===== config.mk =====
export PLATFORM = sky130hd
export DESIGN_NAME = ball_physics
export DESIGN_NICKNAME = d
export VERILOG_FILES = /design/src/rtl/pong_pkg.sv /design/src/rtl/edge_probe.sv /design/src/rtl/ball_physics.sv
export SDC_FILE = /design/constraint.sdc
export NUM_CORES = 1
export LEC_CHECK = 0
export CORE_ASPECT_RATIO = 0.8
export CORE_UTILIZATION = 55
export CTS_CLUSTER_DIAMETER = 150
export CTS_CLUSTER_SIZE = 40
export DETAILED_ROUTE_END_ITERATION = 16
export GPL_ROUTABILITY_DRIVEN = 1
export PLACE_DENSITY_LB_ADDON = 0.25
export SETUP_SLACK_MARGIN = 0.4
export SLEW_MARGIN = 20
export SYNTH_ARGS = -nofsm -noshare
export SYNTH_HDL_FRONTEND = slang
export SYNTH_HIERARCHICAL = 1
export SYNTH_SLANG_ARGS = --single-unit

===== constraint.sdc =====
create_clock -name clk -period 5.5 [get_ports clk]
set_input_delay 1.1 -clock clk [delete_from_list [all_inputs] [get_ports clk]]
set_output_delay 1.1 -clock clk [all_outputs]
set_load 0.05 [all_outputs]

===== src/rtl/pong_pkg.sv =====
// Shared types and screen defaults for the Pong ball datapath.
// Latency: none (declarations only).
// Backpressure: none (declarations only).
package pong_pkg;

  typedef enum logic {
    ST_IDLE = 1'b0,
    ST_PLAY = 1'b1
  } state_e;

  localparam int H_RES_DEFAULT     = 640;
  localparam int V_RES_DEFAULT     = 480;
  localparam int BALL_SIZE_DEFAULT = 8;

  // Top-left coordinate that centres an object of length size on an axis of length res
  function automatic int centre_pos(input int res, input int size);
    return (res - size) / 2;
  endfunction

endpackage


===== src/rtl/edge_probe.sv =====
// Latches the four sticky edge-collision flags around the ball from the obstacle pixel.
// Latency: a flag sets on the clk edge after its matching scan cycle; cleared on frame_tick.
// Backpressure: none; the scan is sampled every cycle and never stalled.
module edge_probe
  import pong_pkg::*;
#(
  parameter int CW        = 10,
  parameter int BALL_SIZE = BALL_SIZE_DEFAULT
) (
  input  logic          clk,
  input  logic          rst,
  input  logic [CW-1:0] h_cnt,
  input  logic [CW-1:0] v_cnt,
  input  logic          valid,
  input  logic          obstacle,
  input  logic [CW-1:0] ball_x,
  input  logic [CW-1:0] ball_y,
  input  logic          frame_tick,
  output logic          hit_l,
  output logic          hit_r,
  output logic          hit_t,
  output logic          hit_b
);

  // One extra bit so that the probe left of / above a ball at 0 lands at an
  // unreachable value instead of wrapping onto the far screen edge.
  localparam logic [CW:0] ONE  = (CW+1)'(1);
  localparam logic [CW:0] SIZE = (CW+1)'(BALL_SIZE);
  localparam logic [CW:0] HALF = (CW+1)'(BALL_SIZE / 2);

  logic [CW:0] hx, vy, bx, by, mid_x, mid_y;
  logic [CW:0] px_l, px_r, py_t, py_b;
  logic [3:0]  hit_q, hit_d;

  assign hx    = {1'b0, h_cnt};
  assign vy    = {1'b0, v_cnt};
  assign bx    = {1'b0, ball_x};
  assign by    = {1'b0, ball_y};
  assign mid_x = bx + HALF;
  assign mid_y = by + HALF;
  assign px_l  = bx - ONE;
  assign px_r  = bx + SIZE;
  assign py_t  = by - ONE;
  assign py_b  = by + SIZE;

  // Sticky flag update: frame_tick clears all, otherwise a matching obstacle pixel sets its flag
  always_comb begin
    hit_d = hit_q;
    if (frame_tick) begin
      hit_d = '0;
    end else if (valid && obstacle) begin
      if (hx == px_l && vy == mid_y) hit_d[0] = 1'b1;
      if (hx == px_r && vy == mid_y) hit_d[1] = 1'b1;
      if (hx == mid_x && vy == py_t) hit_d[2] = 1'b1;
      if (hx == mid_x && vy == py_b) hit_d[3] = 1'b1;
    end
  end

  // Flag register; reset discards anything latched mid-frame
  always_ff @(posedge clk) begin
    if (rst) hit_q <= '0;
    else     hit_q <= hit_d;
  end

  assign hit_l = hit_q[0];
  assign hit_r = hit_q[1];
  assign hit_t = hit_q[2];
  assign hit_b = hit_q[3];

endmodule


===== src/rtl/ball_physics.sv =====
// Frame-synchronous Pong ball engine: reflections, speed ramp, position step and miss detection.
// Latency: position/speed/miss update on the clk edge that samples the first end-of-frame cycle.
// Backpressure: none; run=0 freezes motion while the flags still clear every frame.
module ball_physics
  import pong_pkg::*;
#(
  parameter int H_RES            = H_RES_DEFAULT,
  parameter int V_RES            = V_RES_DEFAULT,
  parameter int CW               = 10,
  parameter int BALL_SIZE        = BALL_SIZE_DEFAULT,
  parameter int SPEED_INIT       = 1,
  parameter int SPEED_MAX        = 4,
  parameter int HITS_PER_SPEEDUP = 4,
  parameter int MISS_MARGIN      = 4
) (
  input  logic          clk,
  input  logic          rst,
  input  logic [CW-1:0] h_cnt,
  input  logic [CW-1:0] v_cnt,
  input  logic          valid,
  input  logic          obstacle,
  input  logic          run,
  input  logic          serve,
  input  logic          serve_dir,
  output logic [CW-1:0] ball_x,
  output logic [CW-1:0] ball_y,
  output logic          ball_active,
  output logic          miss_left,
  output logic          miss_right,
  output logic [2:0]    speed
);

  localparam int HW = $clog2(HITS_PER_SPEEDUP + 1);

  localparam logic [CW-1:0]   X_CTR     = CW'(centre_pos(H_RES, BALL_SIZE));
  localparam logic [CW-1:0]   Y_CTR     = CW'(centre_pos(V_RES, BALL_SIZE));
  localparam logic signed [CW:0] X_MAX  = (CW+1)'(H_RES - BALL_SIZE);
  localparam logic signed [CW:0] Y_MAX  = (CW+1)'(V_RES - BALL_SIZE);
  localparam logic [CW-1:0]   MISS_L    = CW'(MISS_MARGIN);
  localparam logic [CW-1:0]   MISS_R    = CW'(H_RES - BALL_SIZE - MISS_MARGIN);
  localparam logic [CW-1:0]   V_END     = CW'(V_RES);
  localparam logic [2:0]      SPD_INIT  = 3'(SPEED_INIT);
  localparam logic [2:0]      SPD_MAX   = 3'(SPEED_MAX);
  localparam logic [HW-1:0]   HITS_LAST = HW'(HITS_PER_SPEEDUP - 1);

  // One signed step along an axis, clamped to [0, maxp] so the ball never wraps
  function automatic logic [CW-1:0] step_pos(input logic [CW-1:0] pos, input logic dir,
                                             input logic [2:0] spd,
                                             input logic signed [CW:0] maxp);
    logic signed [CW:0] p_s, d_s, n_s;
    p_s = $signed({1'b0, pos});
    d_s = $signed({{(CW-2){1'b0}}, spd});
    n_s = dir ? (p_s + d_s) : (p_s - d_s);
    if (n_s < 0)         return '0;
    else if (n_s > maxp) return maxp[CW-1:0];
    else                 return n_s[CW-1:0];
  endfunction

  state_e        state_q, state_d;
  logic [CW-1:0] bx_q, bx_d, by_q, by_d;
  logic          dx_q, dx_d, dy_q, dy_d;
  logic [2:0]    speed_q, speed_d;
  logic [HW-1:0] hits_q, hits_d;
  logic          miss_l_q, miss_l_d, miss_r_q, miss_r_d;
  logic          eof_q, eof_d;
  logic          frame_tick;
  logic          hit_l, hit_r, hit_t, hit_b;

  assign eof_d      = (v_cnt == V_END) && (h_cnt == '0);
  assign frame_tick = eof_d && !eof_q;

  edge_probe #(
    .CW        (CW),
    .BALL_SIZE (BALL_SIZE)
  ) u_probe (
    .clk        (clk),
    .rst        (rst),
    .h_cnt      (h_cnt),
    .v_cnt      (v_cnt),
    .valid      (valid),
    .obstacle   (obstacle),
    .ball_x     (bx_q),
    .ball_y     (by_q),
    .frame_tick (frame_tick),
    .hit_l      (hit_l),
    .hit_r      (hit_r),
    .hit_t      (hit_t),
    .hit_b      (hit_b)
  );

  // Next-state: serve from IDLE, and the end-of-frame reflect/ramp/step/miss sequence in PLAY
  always_comb begin
    state_d  = state_q;
    bx_d     = bx_q;
    by_d     = by_q;
    dx_d     = dx_q;
    dy_d     = dy_q;
    speed_d  = speed_q;
    hits_d   = hits_q;
    miss_l_d = 1'b0;
    miss_r_d = 1'b0;
    case (state_q)
      ST_IDLE: begin
        bx_d = X_CTR;
        by_d = Y_CTR;
        if (serve && run) begin
          state_d = ST_PLAY;
          dx_d    = serve_dir;
          dy_d    = 1'b1;
          speed_d = SPD_INIT;
          hits_d  = '0;
        end
      end
      ST_PLAY: begin
        if (frame_tick && run) begin
          // Only the flag facing the direction of travel reverses it
          if (hit_l && !dx_q)     dx_d = 1'b1;
          else if (hit_r && dx_q) dx_d = 1'b0;
          if (hit_t && !dy_q)     dy_d = 1'b1;
          else if (hit_b && dy_q) dy_d = 1'b0;

          if (dx_d != dx_q) begin
            if (hits_q == HITS_LAST) begin
              hits_d = '0;
              if (speed_q < SPD_MAX) speed_d = speed_q + 3'd1;
            end else begin
              hits_d = hits_q + HW'(1);
            end
          end

          bx_d = step_pos(bx_q, dx_d, speed_d, X_MAX);
          by_d = step_pos(by_q, dy_d, speed_d, Y_MAX);

          // Miss is judged on the stepped position; a paddle contact this frame cancels it
          if (!dx_d && !hit_l && bx_d <= MISS_L) miss_l_d = 1'b1;
          if (dx_d && !hit_r && bx_d >= MISS_R)  miss_r_d = 1'b1;
          if (miss_l_d || miss_r_d) begin
            state_d = ST_IDLE;
            bx_d    = X_CTR;
            by_d    = Y_CTR;
          end
        end
      end
      default: state_d = ST_IDLE;
    endcase
  end

  // State, kinematics and registered outputs
  always_ff @(posedge clk) begin
    if (rst) begin
      state_q  <= ST_IDLE;
      bx_q     <= X_CTR;
      by_q     <= Y_CTR;
      dx_q     <= 1'b1;
      dy_q     <= 1'b1;
      speed_q  <= SPD_INIT;
      hits_q   <= '0;
      miss_l_q <= 1'b0;
      miss_r_q <= 1'b0;
      eof_q    <= 1'b0;
    end else begin
      state_q  <= state_d;
      bx_q     <= bx_d;
      by_q     <= by_d;
      dx_q     <= dx_d;
      dy_q     <= dy_d;
      speed_q  <= speed_d;
      hits_q   <= hits_d;
      miss_l_q <= miss_l_d;
      miss_r_q <= miss_r_d;
      eof_q    <= eof_d;
    end
  end

  assign ball_x      = bx_q;
  assign ball_y      = by_q;
  assign ball_active = (state_q == ST_PLAY);
  assign miss_left   = miss_l_q;
  assign miss_right  = miss_r_q;
  assign speed       = speed_q;

endmodule


==> flow_summary.yaml, run 1 <==
run_status:
  status: "finished, final reports clean"
logic_synthesis:
  synthFlopType: "dfxtp_1"
  yosysTopAreaCellShare_pct: 16.39
  ys_seq_area_share_pct: 16.39
  synth_area_mm2: 0.004398
  synth_nets: 628
  yosysMostFrequentCell: "nor2_1"
  syn_area_per_cell_um2: 7.743
  yosysTopAreaCell: "dfxtp_1"
  syn_inst: 568
  synthTopCellsByArea: "dfxtp_1 16%, ha_1 8.8%, xnor2_1 6.6%, nor2_1 5.6%, xor2_1 4.2%"
  ys_ff_latch: 36
  synth-edff-count: 0
  async_reset_ff_share_pct: 0
  synth_warnings: 6
  synthTopCellsByCount: "66 x nor2_1, 40 x nand2_1, 36 x dfxtp_1"
  ys_types: 83
setup_path:
  cp-endpoint: "ball_y[1]"
  start_kind: "register"
  path_class: "register to register"
  path_max_fanout: 14
  reg2reg_slack_ns: 0.67
  worstReg2RegEnd: "ball_y[1]"
  worstPathArrival_ns: 5.02
  critPathLaunch: "hits_q[0]"
  critPathRequiredTime_ns: 5.69
  r2r_cells: 19
  r2r-start: "hits_q[0]"
  end_kind: "register"
floorplanning:
  die_area_mm2: 0.008360
  core_mm2: 0.007567
  die_y_um: 81.98
  num_rows: 28
  start_util_pct: 58.12
  die_w_um: 102.0
  ios: 53
drt:
  vias: 4500
  avgViaCountPerCell: 6.329
  detail_route.first_pass.iterations: 5
  drt_iter0_markers: 472
  drc: 0
  antenna_left: 0
  drt_wl_total_mm: 12.31
  wl_per_cell_um: 17.31
placement:
  dp_slack_ns: 0.3561
  routabilityCongestion: 0.9230
  hpwl_mm: 9.526
  port_buffers: 52
cells_and_area:
  syn2layout_area_growth_pct: 15.02
  drive_above_1_share_pct: 9.571
  finish.utilization_pct: 66.85
  nNetsFinal: 665
  num_antenna_cells: 0
power_and_ir_drop:
  p_leak_nw: 1.926
  power_density_mw_per_mm2: 129.8
  p_sw_mw: 0.1908
  p_seq_share_pct: 40.2
  power_frac_comb_pct: 24.3
  p_int_mw: 0.4660
  netSwitchingFraction_pct: 29.05
  ir_drop_mv: 0.1262
  p_total_mw: 0.6568
  clkPwrFrac_pct: 35.5
cts:
  htree_levels: 2
  clk-insertion-delay-late_ns: 0.29
  cts.clk_slew.worst_paths_ns: 0.08
  clockBufferDepth: 2
  cts.sinks: 36
  numCtsBuffers: 5
  root_buffer: "clkbuf_8"
  hold_buffers: 0
  cts_tree: "yes"
timing:
  fin_crit_ns: 4.829
  setup_viol: 0
  finalSetupTns_ns: 0
  setup_slack_ns: 0.6706
  rsz0062_at_grt: "no"
  slew_headroom_pct: 39.46
  max_slew.worst_pin.slew_ns: 0.9069
  fmax_mhz: 207.1
  finalClockSkew_ns: 0.006302
  hold_violations: 0
  drv_slew: 0
  timing.final.crit_share_pct: 87.81
flow_run:
  drv_cap: 0
global_routing:
  grt-ovfl-total: 0
  grt_pass1_vias: 4018
  antenna_found_initial: 0
  grt_max_degree: 26
  grt_pass1_wl_mm: 19.69
  grt.total_usage_pct: 29.81
hold_path:
  hold_path.class: "register to register"
## cells by family (layout without fill, tap and decap cells)
group	count (synthesis)	in the layout	share of synthesized area (%)
XOR/XNOR	56	56	11.49
adder cells (fa/ha/maj)	34	34	9.957
multiplexers	9	9	2.447
AO/OA/AOI/OAI	147	147	23.90
buffers and inverters	52	90	6.572
AND/OR/NAND/NOR	234	234	29.25
flip-flops	36	36	16.39
## layout by cell type (no fill, tap or decap), drive strengths merged, types with 9 or more instances in the layout
cell | netlist | final
nor2 | 67 | 67
clkdlybuf4s50 | 0 | 52
nand2 | 40 | 40
a21oi | 37 | 37
dfxtp | 36 | 36
xnor2 | 33 | 33
ha | 31 | 31
inv | 25 | 25
xor2 | 23 | 23
o21ai | 21 | 21
nand3 | 19 | 19
nor3 | 19 | 19
a211oi | 12 | 12
nand2b | 11 | 11
nand4 | 11 | 11
a31oi | 9 | 9
o31ai | 9 | 9
## metal layers
layer / GRT usage [%] / wire length (µm)
met1: 42.10 / 5656
met2: 46.91 / 5430
met3: 4.085 / 962
met4: 9.000 / 261
met5: 0 / 0
## how the worst min path moves through the flow
| stage | start | slack [ns] | cells after the start | endpoint |
|---|---|---|---|---|
| finish | u_probe/hit_q[2] | 0.47 | 2 | u_probe/hit_q[2] |
| global route | hits_q[2] | 0.50 | 1 | hits_q[2] |
| CTS | u_probe/hit_q[2] | 0.47 | 2 | u_probe/hit_q[2] |
| detailed placement | u_probe/hit_q[2] | 0.45 | 2 | u_probe/hit_q[2] |
| global placement | u_probe/hit_q[2] | 0.45 | 2 | u_probe/hit_q[2] |
| floorplan | u_probe/hit_q[3] | 0.42 | 2 | u_probe/hit_q[3] |
## final cells by class
| class | count | area (µm²) |
|---|---|---|
| multi-input combinational | 480 | 3443 |
| fill | 650 | 2509 |
| clock buffer | 5 | 68.82 |
| timing repair buffer | 57 | 558.0 |
| clock inverter | 3 | 42.54 |
| sequential | 36 | 720.7 |
| inverter | 25 | 93.84 |
| tap | 105 | 131.4 |
## stage by stage
step	instances	hold slack, ns	area [µm²]
after global placement	699	0.4480	4862
after CTS	707	0.4695	4979
final	711	0.4676	5059
after global routing	711	0.4962	5059
after detailed placement	699	0.4517	4862
after floorplan	568	0.4248	4398
## repair_timing
| item | CTS | global route |
|---|---|---|
| setup buffers | 0 | 4 |
| resized for setup | 1 | 10 |
| setup endpoints to repair | 6 | 21 |
| pin swaps | 0 | 5 |
## flip-flops by register name (all words and copies together), names as in the netlist
name           cells
ball_active        1
ball_x            10
ball_y            10
dx_q               1
dy_q               1
eof_q              1
hits_q             3
miss_left          1
miss_right         1
speed              3
u_probe/hit_q      4
## power groups by stage
| stage | combinational [mW] | clock, mW | sequential (mW) |
|---|---|---|---|
| 2_1_floorplan | 0.104 | 0 | 0.270 |
| 3_3_place_gp | 0.146 | 0 | 0.270 |
| 3_5_place_dp | 0.149 | 0 | 0.270 |
| 4_1_cts | 0.149 | 0.236 | 0.264 |
| 5_1_grt | 0.171 | 0.247 | 0.264 |
| 6_report | 0.160 | 0.233 | 0.264 |
## critical path, cell delays in order, from the launching register on
cell	delay, ns
dfxtp_1	0.36
ha_1	0.18
nand2b_1	0.12
nor3_4	0.33
mux2i_4	0.33
ha_1	0.18
ha_1	0.23
nor2_1	0.11
a21oi_1	0.06
ha_1	0.36
o21ai_1	0.17
nor2_1	0.09
or2_2	0.30
maj3_1	0.39
xor2_2	0.23
o211ai_1	0.16
or4b_4	0.56
nand4_4	0.16
nor2_4	0.10
a32o_1	0.28
No activity file was read; power rests on OpenSTA's default activity.
==> inputs of run 2 (changes only) <==
--- a/config.mk
+++ b/config.mk
@@ -7,6 +7,7 @@
 export LEC_CHECK = 0
 export CORE_ASPECT_RATIO = 0.8
 export CORE_UTILIZATION = 55
+export CTS_BUF_LIST = sky130_fd_sc_hd__clkbuf_2 sky130_fd_sc_hd__clkbuf_4 sky130_fd_sc_hd__clkbuf_8
 export CTS_CLUSTER_DIAMETER = 150
 export CTS_CLUSTER_SIZE = 40
 export DETAILED_ROUTE_END_ITERATION = 16
==> results of run 2 <==
The final DEF is identical to that of run 1; final timing and power are the same.
==> inputs of run 3 (changes only) <==
--- a/config.mk
+++ b/config.mk
@@ -12,6 +12,8 @@
 export CTS_CLUSTER_SIZE = 40
 export DETAILED_ROUTE_END_ITERATION = 16
 export GPL_ROUTABILITY_DRIVEN = 1
+export GPL_TIMING_DRIVEN = 0
+export MAX_ROUTING_LAYER = met4
 export PLACE_DENSITY_LB_ADDON = 0.25
 export SETUP_SLACK_MARGIN = 0.4
 export SLEW_MARGIN = 20
==> run 3 against run 2 <==
Effect of this change: global-route usage is 0.77 points higher; hold slack worse by 0.0054 ns; via count is 1.1% higher; routed wire length is 1.1% lower; count of clock-buffer cells in the layout is 2 higher; cell count is 4.2% higher; first-iteration DRC count is 33% lower; total power is 2.5% lower; clock skew is 0.0023 ns higher; final area is 4.4% higher.
==> flow_summary.yaml, run 3 (same netlist as run 1, synthesis figures left out) <==
setup_path:
  end_kind: "register"
  path_class: "register to register"
  worstPathArrival_ns: 5.17
  start_kind: "register"
  path_buf_inv: 2
  path_max_fanout: 10
  critPathRequiredTime_ns: 5.68
  critPathTopFamily: "compound AO/OA/AOI/OAI gates"
  crit_chain: "ha_1 -> nand2b_1 -> nor3_4 -> mux2i_4 -> ha_1 -> nor2_1 -> a21oi_1 -> inv_1 -> fa_1 -> nand2b_1 -> a211oi_1 -> o21ai_0 -> o31a_1 -> xnor2_1 -> a2111oi_0 -> nand3_1 -> nand4_4 -> nor2_4 -> buf_6 -> a32o_1"
  cp_slowest_cell: "a211oi_1"
  cp_slowest_stage_delay_ns: 0.49
  reg2reg_slack_ns: 0.52
cells_and_area:
  syn2layout_area_growth_pct: 20.09
  layout_commonest_cell: "nor2_1"
  nNetsFinal: 695
  num_antenna_cells: 0
  drive_above_1_share_pct: 12.89
  layout_common_cells: "65 x nor2_1, 52 x clkdlybuf4s50_1, 39 x nand2_1"
timing:
  drv_slew: 0
  slew_headroom_pct: 54.07
  timing.final.crit_share_pct: 90.63
  finalSetupTns_ns: 0
  fmax_mhz: 200.6
  finalClockSkew_ns: 0.008622
  rsz0062_at_grt: "no"
  setup_viol: 0
  max_slew.worst_pin.slew_ns: 0.6859
  hold_violations: 0
  fin_crit_ns: 4.985
drt:
  top_layer: "met4"
  vias: 4551
  wl_met3_um: 744
  drt_iter0_markers: 316
  avgViaCountPerCell: 6.142
  detail_route.first_pass.iterations: 5
  wl_per_cell_um: 16.44
  drc: 0
  antenna_left: 0
  drt_wl_total_mm: 12.18
  met2_length_mm: 5.408
  wirelength_met1_mm: 5.868
floorplanning:
  die_w_um: 102.0
  start_util_pct: 58.12
  core_mm2: 0.007567
  num_rows: 28
  ios: 53
  die_area_mm2: 0.008360
  die_y_um: 81.98
hold_path:
  hold_path.class: "register to register"
placement:
  port_buffers: 52
  hpwl_mm: 9.434
  routabilityCongestion: 0.9272
cts:
  clk-insertion-delay-late_ns: 0.29
  cts.sinks: 36
  root_buffer: "clkbuf_8"
  clockBufferDepth: 2
  cts_tree: "yes"
  numCtsBuffers: 5
  htree_levels: 2
  cts.clk_slew.worst_paths_ns: 0.08
  hold_buffers: 0
power_and_ir_drop:
  ir_drop_mv: 0.1404
  power_density_mw_per_mm2: 121.2
  p_total_mw: 0.6403
  p_leak_nw: 2.036
global_routing:
  grt_pass1_wl_mm: 19.70
  grt.total_usage_pct: 30.59
  grt_max_degree: 12
  grt_pass1_vias: 4223
  antenna_found_initial: 0
  grt-ovfl-total: 0
run_status:
  status: "finished, final reports clean"
flow_run:
  drv_cap: 0
-- run 3: cell types whose count changed in the layout (fill, tap and decap cells not counted), moves of 2 or more --
cell and delta:
clkbuf_8 +7, buf_4 +6, buf_6 +2, clkbuf_1 +8, buf_2 +6, buf_1 +2
-- run 3: timing repair --
item                       4_1_cts  5_1_grt
resized for setup                3       12
setup endpoints to repair       15       21
buffers inserted                 0        8
pin swaps                        0        5
-- run 3: metrics by stage --
stage	std cells	instance area, µm²	util [%]	hold slack [ns]	setup slack [ns]
floorplan	568	4398	-	0.4248	0.7898
global placement	725	5050	66.73	0.4429	0.3568
detailed placement	725	5050	66.73	0.4393	0.1584
CTS	733	5160	68.19	0.4618	0.4303
global route	741	5281	69.79	0.4871	0.2368
finish	741	5281	69.79	0.4621	0.5151
-- run 3: worst paths after layout --
check,startpoint,end,cells past startpoint
worst max-delay path,hits_q[1],ball_x[1],20
worst min-delay path,u_probe/hit_q[2],u_probe/hit_q[2],2
worst max register to register,hits_q[1],ball_x[1],20
worst min register to register,u_probe/hit_q[2],u_probe/hit_q[2],2
-- run 3: per-layer routing --
| layer | up-vias | track usage (%) |
|---|---|---|
| met2 | 169 | 48.66 |
| li1 | 2217 | - |
| met5 | - | - |
| met3 | 20 | 3.404 |
| met4 | 0 | 6.857 |
| met1 | 2145 | 41.68 |
-- run 3: tightest hold or removal path: cells and delay by family, from the launching register on --
kind / cells / cell delay, ns
AOI/OAI and AO/OA: 1 / 0.04
and+or+nand+nor: 1 / 0.06
DFF: 1 / 0.33
-- run 3: where the power goes --
group          total (mW)  internal, mW  switching (mW)
Sequential          0.263         0.261         0.00128
Combinational       0.175        0.0817          0.0929
Clock               0.203         0.107          0.0964
-- run 3: area by class of cell --
cell class                 count  area [µm²]
multi-input combinational    480        3462
fill                         620        2286
sequential                    36       720.7
timing repair buffer          60       580.6
buffer                        27       195.2
tap                          105       131.4
inverter                      25       93.84
clock buffer                   7       90.09
clock inverter                 1       7.507
